$ cat src/rtl/fetch_stage_pkg.sv
// fetch_stage_pkg: types and constants shared by the IF stage and the stages that read IF/ID.
package fetch_stage_pkg;
    localparam int XLEN = 64;
    localparam logic [31:0] NOP_INSTR  = 32'h0000_0013;
    localparam logic [31:0] HALT_INSTR = 32'h0000_0000;

    typedef enum logic [1:0] {RUN, DRAIN, HALTED} fetch_state_e;

    typedef struct packed {
        logic [XLEN-1:0] pc;
        logic [31:0]     instr;
        logic            valid;
    } ifid_t;
endpackage

$ cat src/rtl/fetch_stage_ifid_reg.sv
// ifid_reg: IF/ID pipeline register; flush beats stall beats load, bubble on reset.
module ifid_reg
    import fetch_stage_pkg::*;
#(
    parameter logic [31:0] BUBBLE_INSTR = 32'h0000_0013
) (
    input  logic  clk,
    input  logic  rst_n,
    input  logic  flush,
    input  logic  stall,
    input  ifid_t load,
    output ifid_t ifid
);
    ifid_t bubble, ifid_d, ifid_q;

    always_comb begin
        bubble = '{pc: '0, instr: BUBBLE_INSTR, valid: 1'b0};
        ifid_d = flush ? bubble : stall ? ifid_q : load;
    end

    always_ff @(posedge clk or negedge rst_n) begin
        if (!rst_n) ifid_q <= '{pc: '0, instr: BUBBLE_INSTR, valid: 1'b0};
        else        ifid_q <= ifid_d;
    end

    assign ifid = ifid_q;
endmodule

$ cat src/rtl/fetch_stage.sv
// fetch_stage: IF stage owning the PC, redirect/stall handling and halt-word drain.
// Define PERF_CNT_EN to add the fetch_count / redirect_count performance counters.
module fetch_stage
    import fetch_stage_pkg::*;
#(
    parameter int              PC_W         = 64,
    parameter logic [PC_W-1:0] RESET_PC     = '0,
    parameter logic [31:0]     NOP_INSTR    = 32'h0000_0013,
    parameter int              DRAIN_CYCLES = 4,
    parameter int              CNT_W        = 32
) (
    input  logic            clk,
    input  logic            rst_n,
    input  logic            pc_src,
    input  logic [PC_W-1:0] branch_target,
    input  logic            flush_ifid,
    input  logic            stall,
    output logic [PC_W-1:0] imem_addr,
    input  logic [31:0]     imem_rdata,
    output logic [PC_W-1:0] ifid_pc,
    output logic [31:0]     ifid_instr,
    output logic            ifid_valid,
    output logic            halted,
    output logic            misalign
`ifdef PERF_CNT_EN
    ,
    output logic [CNT_W-1:0] fetch_count,
    output logic [CNT_W-1:0] redirect_count
`endif
);
    localparam int DC_W = $clog2(DRAIN_CYCLES + 1);

    if (DRAIN_CYCLES < 1 || CNT_W < 1) begin : g_bad_param
        $error("fetch_stage: DRAIN_CYCLES and CNT_W must be at least 1");
    end

    fetch_state_e    state_q, state_d;
    logic [PC_W-1:0] pc_q, pc_d, pc_inc, redirect_pc;
    logic [DC_W-1:0] drain_cnt_q, drain_cnt_d;
    logic            halted_q, halted_d, misalign_q, misalign_d;
    logic            redirect, fetch_load, ifid_flush, ifid_hold;
    ifid_t           ifid_load, ifid;

    always_comb begin
        pc_inc      = pc_q + PC_W'(4);
        redirect_pc = {branch_target[PC_W-1:2], 2'b00};
        redirect    = state_q != HALTED && pc_src;
        fetch_load  = state_q == RUN && !pc_src && !flush_ifid && !stall && imem_rdata != HALT_INSTR;
        ifid_load   = '{pc: XLEN'(pc_q), instr: imem_rdata, valid: 1'b1};
        pc_d        = pc_q;
        state_d     = state_q;
        drain_cnt_d = drain_cnt_q;
        halted_d    = halted_q;
        misalign_d  = misalign_q | (redirect && branch_target[1:0] != 2'b00);
        ifid_flush  = 1'b0;
        ifid_hold   = 1'b0;
        case (state_q)
            RUN: begin
                if (pc_src) begin
                    pc_d       = redirect_pc;
                    ifid_flush = 1'b1;
                end else if (flush_ifid) begin
                    pc_d       = stall ? pc_q : pc_inc;
                    ifid_flush = 1'b1;
                end else if (stall) begin
                    ifid_hold = 1'b1;
                end else if (imem_rdata == HALT_INSTR) begin
                    ifid_flush  = 1'b1;
                    state_d     = DRAIN;
                    drain_cnt_d = DC_W'(DRAIN_CYCLES - 1);
                end else begin
                    pc_d = pc_inc;
                end
            end
            DRAIN: begin
                ifid_flush = 1'b1;
                // An older branch resolving during drain wins over the halt.
                if (pc_src) begin
                    pc_d    = redirect_pc;
                    state_d = RUN;
                end else if (drain_cnt_q == '0) begin
                    state_d  = HALTED;
                    halted_d = 1'b1;
                end else begin
                    drain_cnt_d = drain_cnt_q - DC_W'(1);
                end
            end
            default: ifid_hold = 1'b1;
        endcase
    end

    always_ff @(posedge clk or negedge rst_n) begin
        if (!rst_n) begin
            state_q     <= RUN;
            pc_q        <= RESET_PC;
            drain_cnt_q <= '0;
            halted_q    <= 1'b0;
            misalign_q  <= 1'b0;
        end else begin
            state_q     <= state_d;
            pc_q        <= pc_d;
            drain_cnt_q <= drain_cnt_d;
            halted_q    <= halted_d;
            misalign_q  <= misalign_d;
        end
    end

    ifid_reg #(.BUBBLE_INSTR(NOP_INSTR)) u_ifid (
        .clk   (clk),
        .rst_n (rst_n),
        .flush (ifid_flush),
        .stall (ifid_hold),
        .load  (ifid_load),
        .ifid  (ifid)
    );

    assign imem_addr  = pc_q;
    assign ifid_pc    = ifid.pc[PC_W-1:0];
    assign ifid_instr = ifid.instr;
    assign ifid_valid = ifid.valid;
    assign halted     = halted_q;
    assign misalign   = misalign_q;

`ifdef PERF_CNT_EN
    logic [CNT_W-1:0] fetch_count_q, fetch_count_d, redirect_count_q, redirect_count_d;

    always_comb begin
        fetch_count_d    = fetch_count_q + CNT_W'(fetch_load && !(&fetch_count_q));
        redirect_count_d = redirect_count_q + CNT_W'(redirect && !(&redirect_count_q));
    end

    always_ff @(posedge clk or negedge rst_n) begin
        if (!rst_n) begin
            fetch_count_q    <= '0;
            redirect_count_q <= '0;
        end else begin
            fetch_count_q    <= fetch_count_d;
            redirect_count_q <= redirect_count_d;
        end
    end

    assign fetch_count    = fetch_count_q;
    assign redirect_count = redirect_count_q;
`else
    logic unused_fetch_load;
    assign unused_fetch_load = fetch_load;
`endif
endmodule

$ cat config.mk
export PLATFORM = sky130hd
export DESIGN_NAME = fetch_stage
export DESIGN_NICKNAME = d
export VERILOG_FILES = /design/src/rtl/fetch_stage_pkg.sv /design/src/rtl/fetch_stage_ifid_reg.sv /design/src/rtl/fetch_stage.sv
export SDC_FILE = /design/constraint.sdc
export NUM_CORES = 1
export LEC_CHECK = 0
export ABC_AREA = 1
export ABC_CLOCK_PERIOD_IN_PS = 1700
export BUFFER_PORTS_ARGS = -buffer_cell sky130_fd_sc_hd__buf_2
export CORE_MARGIN = 1.5
export CORE_UTILIZATION = 53
export CTS_CLUSTER_DIAMETER = 200
export DETAILED_ROUTE_END_ITERATION = 16
export GPL_TIMING_DRIVEN = 0
export PLACE_DENSITY = 0.87
export SLEW_MARGIN = 20
export SYNTH_ARGS = -nofsm -noshare
export SYNTH_HDL_FRONTEND = slang
export SYNTH_SLANG_ARGS = --single-unit
$ cat constraint.sdc
create_clock -name clk -period 1.7 [get_ports clk]
set_input_delay 0.34 -clock clk [delete_from_list [all_inputs] [get_ports clk]]
set_output_delay 0.34 -clock clk [all_outputs]
set_load 0.01 [all_outputs]
==> results.cfg <==
[timing]
tightest_slew_ns = 0.543
max-slew-margin-rel = 0.638
setup_ws_ns = -0.0895
fin_worst_skew_ns = 0.0110
period_share = 1.05
post-route-min-period_ns = 1.79
drv_slew = 0
setup_viol = 22
rsz0062_at_grt = true
hold_violations = 0
clock.fmax_mhz = 559

[clock_network]
cts_tree = done
cts.sinks = 165
clockBufferDepth = 2
clk_latency_ns = 0.45
cts_max_level = 4
numCtsBuffers = 17
cts-root-buf = clkbuf_16
cts.clk_slew.worst_paths_ns = 0.08

[setup_path]
setup.worst_path.start = imem_addr[15]$_DFFE_PN0P_
r2r_start = imem_addr[15]$_DFFE_PN0P_
rrSetupSlack_ns = -0.09
worstPathArrival_ns = 2.13
r2r_cells = 9
worstPathRequired_ns = 2.04
startpoint_type = flip-flop
cp_max_fo = 5
r2r_end = imem_addr[61]$_DFFE_PN0P_
end_kind = flip-flop
worst-setup-path-type = reg -> reg
cp-endpoint = imem_addr[61]$_DFFE_PN0P_

[routing]
drtAntennaViolNets = 0
avgRoutedWirePerCell_um = 20.4
route.detailed.drc = 0
drt-initial-drc-count = 1306
viasPerCell = 5.74
finalWirelength_mm = 39.6
vias = 11200
firstDrtPassIters = 6

[pwr]
power.switching_mw = 3.13
clockPowerShare = 0.423
p_total_mw = 9.99
power_density_nw_per_um2 = 762
p_comb_frac = 0.147
swShare = 0.313
leakagePower_nw = 7.06
seq_power_share = 0.430
internal_power_mw = 6.86
vdd_drop_max_mv = 0.784

[grt]
grt_max_degree = 103
grt_overflow = 0
grt_pass1_wl_mm = 54.7
first_global_vias = 9842
antenna_found_initial = 2
grtUsageTotal = 0.394

[synthesis]
ys.flop_type = dfrtp_1
yosysWarnings = 0
syn_area_per_cell_um2 = 6.98
synth-seq-cells = 165
synth_edf_count = 0
synth_area_um2 = 9520
yosysSeqAreaShare = 0.434
synth_cells = 1364
async_flop_share = 1.00
ys_types = 33

[status]
status = finished with violations
violations = negative setup slack

[floorplan]
rows = 48
initial_core_util = 0.546
io_pins = 264
die_w_um = 137
dieArea_um2 = 18800
die_y_um = 137
core-area_um2 = 17400

[final_layout]
post-route-util = 0.753
largest_reg_flops = 96
nets = 1811
drive_gt1_frac = 0.360
areaGrowthSynthToFinish_pct = 37.8

[placement]
dp_slack_ns = -0.552
gp_congestion = 0.988
io_buffers = 261
dp_hpwl_mm = 27.4

[job]
drv_cap = 0

[worst_hold_path]
worstHoldPathType = in -> reg
## power groups by stage
| stage | clock (mW) | sequential [mW] | combinational [mW] |
|---|---|---|---|
| after floorplan | 0 | 4.32 | 0.561 |
| after global placement | 0 | 4.33 | 1.10 |
| after detailed placement | 0 | 4.33 | 1.14 |
| after CTS | 4.17 | 4.26 | 1.23 |
| after global routing | 4.33 | 4.30 | 1.58 |
| final | 4.23 | 4.29 | 1.47 |
## worst min-delay path by stage
stage | cells after the start | to | from
2_1_floorplan | 0 | drain_cnt_q[0]$_DFFE_PN0P_ | rst_n
3_3_place_gp | 2 | halted$_DFFE_PN0P_ | halted$_DFFE_PN0P_
3_5_place_dp | 1 | u_ifid.ifid[45]$_DFFE_PN0P_ | rst_n
4_1_cts | 3 | u_ifid.ifid[1]$_DFFE_PN1P_ | imem_rdata[0]
5_1_grt | 3 | u_ifid.ifid[1]$_DFFE_PN1P_ | imem_rdata[0]
6_report | 3 | u_ifid.ifid[1]$_DFFE_PN1P_ | imem_rdata[0]
## routing by layer
| layer | part of all wire | vias to the layer above | wire, um | global-route usage |
|---|---|---|---|---|
| li1 | - | 4943 | - | - |
| met1 | 0.39 | 5230 | 15400 | 0.524 |
| met2 | 0.46 | 801 | 18100 | 0.629 |
| met3 | 0.097 | 196 | 3830 | 0.0637 |
| met4 | 0.058 | 0 | 2310 | 0.191 |
| met5 | 0 | - | 0 | 0 |
## final cells by class
cell class	count	area, um2
diodes	2	5.00
plain buffers	47	347
clock buffers	17	425
clock inverters	15	201
fillers	1256	4300
inverters	235	900
multi-input cells	919	4940
flip-flops and latches	165	4190
well taps	225	282
repair buffers	322	1830
## stage by stage
step                hold WS, ns  std cells  TNS (ns)  area (um2)
floorplan                0.0444       1365         0        9520
global placement          0.445       1851   -409.23       11100
detailed placement        0.322       1852    -59.78       11100
CTS                       0.129       1907    -0.169       12300
global route              0.151       1947     -2.33       13100
finish                    0.131       1947    -0.891       13100
## Yosys cell counts (9+ instances only)
cell      count  area share
inv_1       228       0.090
nand4_1      17       0.011
clkbuf_1      9      0.0036
dfrtp_1     162        0.43
o21ai_1      32       0.017
nand3_1      90       0.047
o21ai_0      10      0.0053
nor2_1      215       0.085
o22ai_1      95       0.062
buf_2        23       0.012
xor2_1       11       0.010
nand2_1     395        0.16
nor2_4       12       0.014
## kinds of logic (layout without fill, tap and decap cells)
family,Yosys count,after routing,share of synthesized area
AND/OR/NAND/NOR,761,762,0.343
buffers and inverters,282,636,0.120
flip-flops,165,165,0.434
AO/OA/AOI/OAI,141,141,0.0877
XOR/XNOR,11,11,0.0101
adder cells (fa/ha/maj),3,3,0.00395
other,1,4,0.000394
## placed cells by master (no fill, tap or decap), types with 9 or more instances in the layout
| master | netlist | final |
|---|---|---|
| nor2_2 | 6 | 31 |
| nand2_4 | 3 | 13 |
| dfrtp_2 | 0 | 43 |
| nand3_1 | 90 | 87 |
| o22ai_1 | 95 | 93 |
| o21ai_1 | 32 | 29 |
| nor2_4 | 12 | 51 |
| buf_2 | 23 | 270 |
| nand2_1 | 395 | 345 |
| buf_4 | 8 | 70 |
| dfrtp_1 | 162 | 119 |
| inv_1 | 228 | 225 |
| clkbuf_16 | 0 | 17 |
| o21ai_0 | 10 | 9 |
| xor2_1 | 11 | 11 |
| nor2_1 | 215 | 151 |
| buf_6 | 3 | 9 |
| nand2_2 | 8 | 48 |
| nand4_1 | 17 | 17 |
## critical path, stage by stage (launching register included)
cell	delay, ns
dfrtp_2	0.43
nand2_1	0.15
nor2_2	0.25
nand2_2	0.18
nor2_4	0.17
nand2_2	0.11
o21ai_1	0.14
nand3_1	0.11
nand2_1	0.08
nand2_1	0.05
## what timing repair did
item | 4_1_cts | 5_1_grt
gates cloned | 1 | 0
pin swaps | 11 | 37
endpoints found under the setup margin | 144 | 151
buffers inserted | 21 | 38
hold buffers | 1 | 0
resized for setup | 117 | 170
endpoints found under the hold margin | 63 | 0
Note: power is estimated with default switching activity, not from simulation.
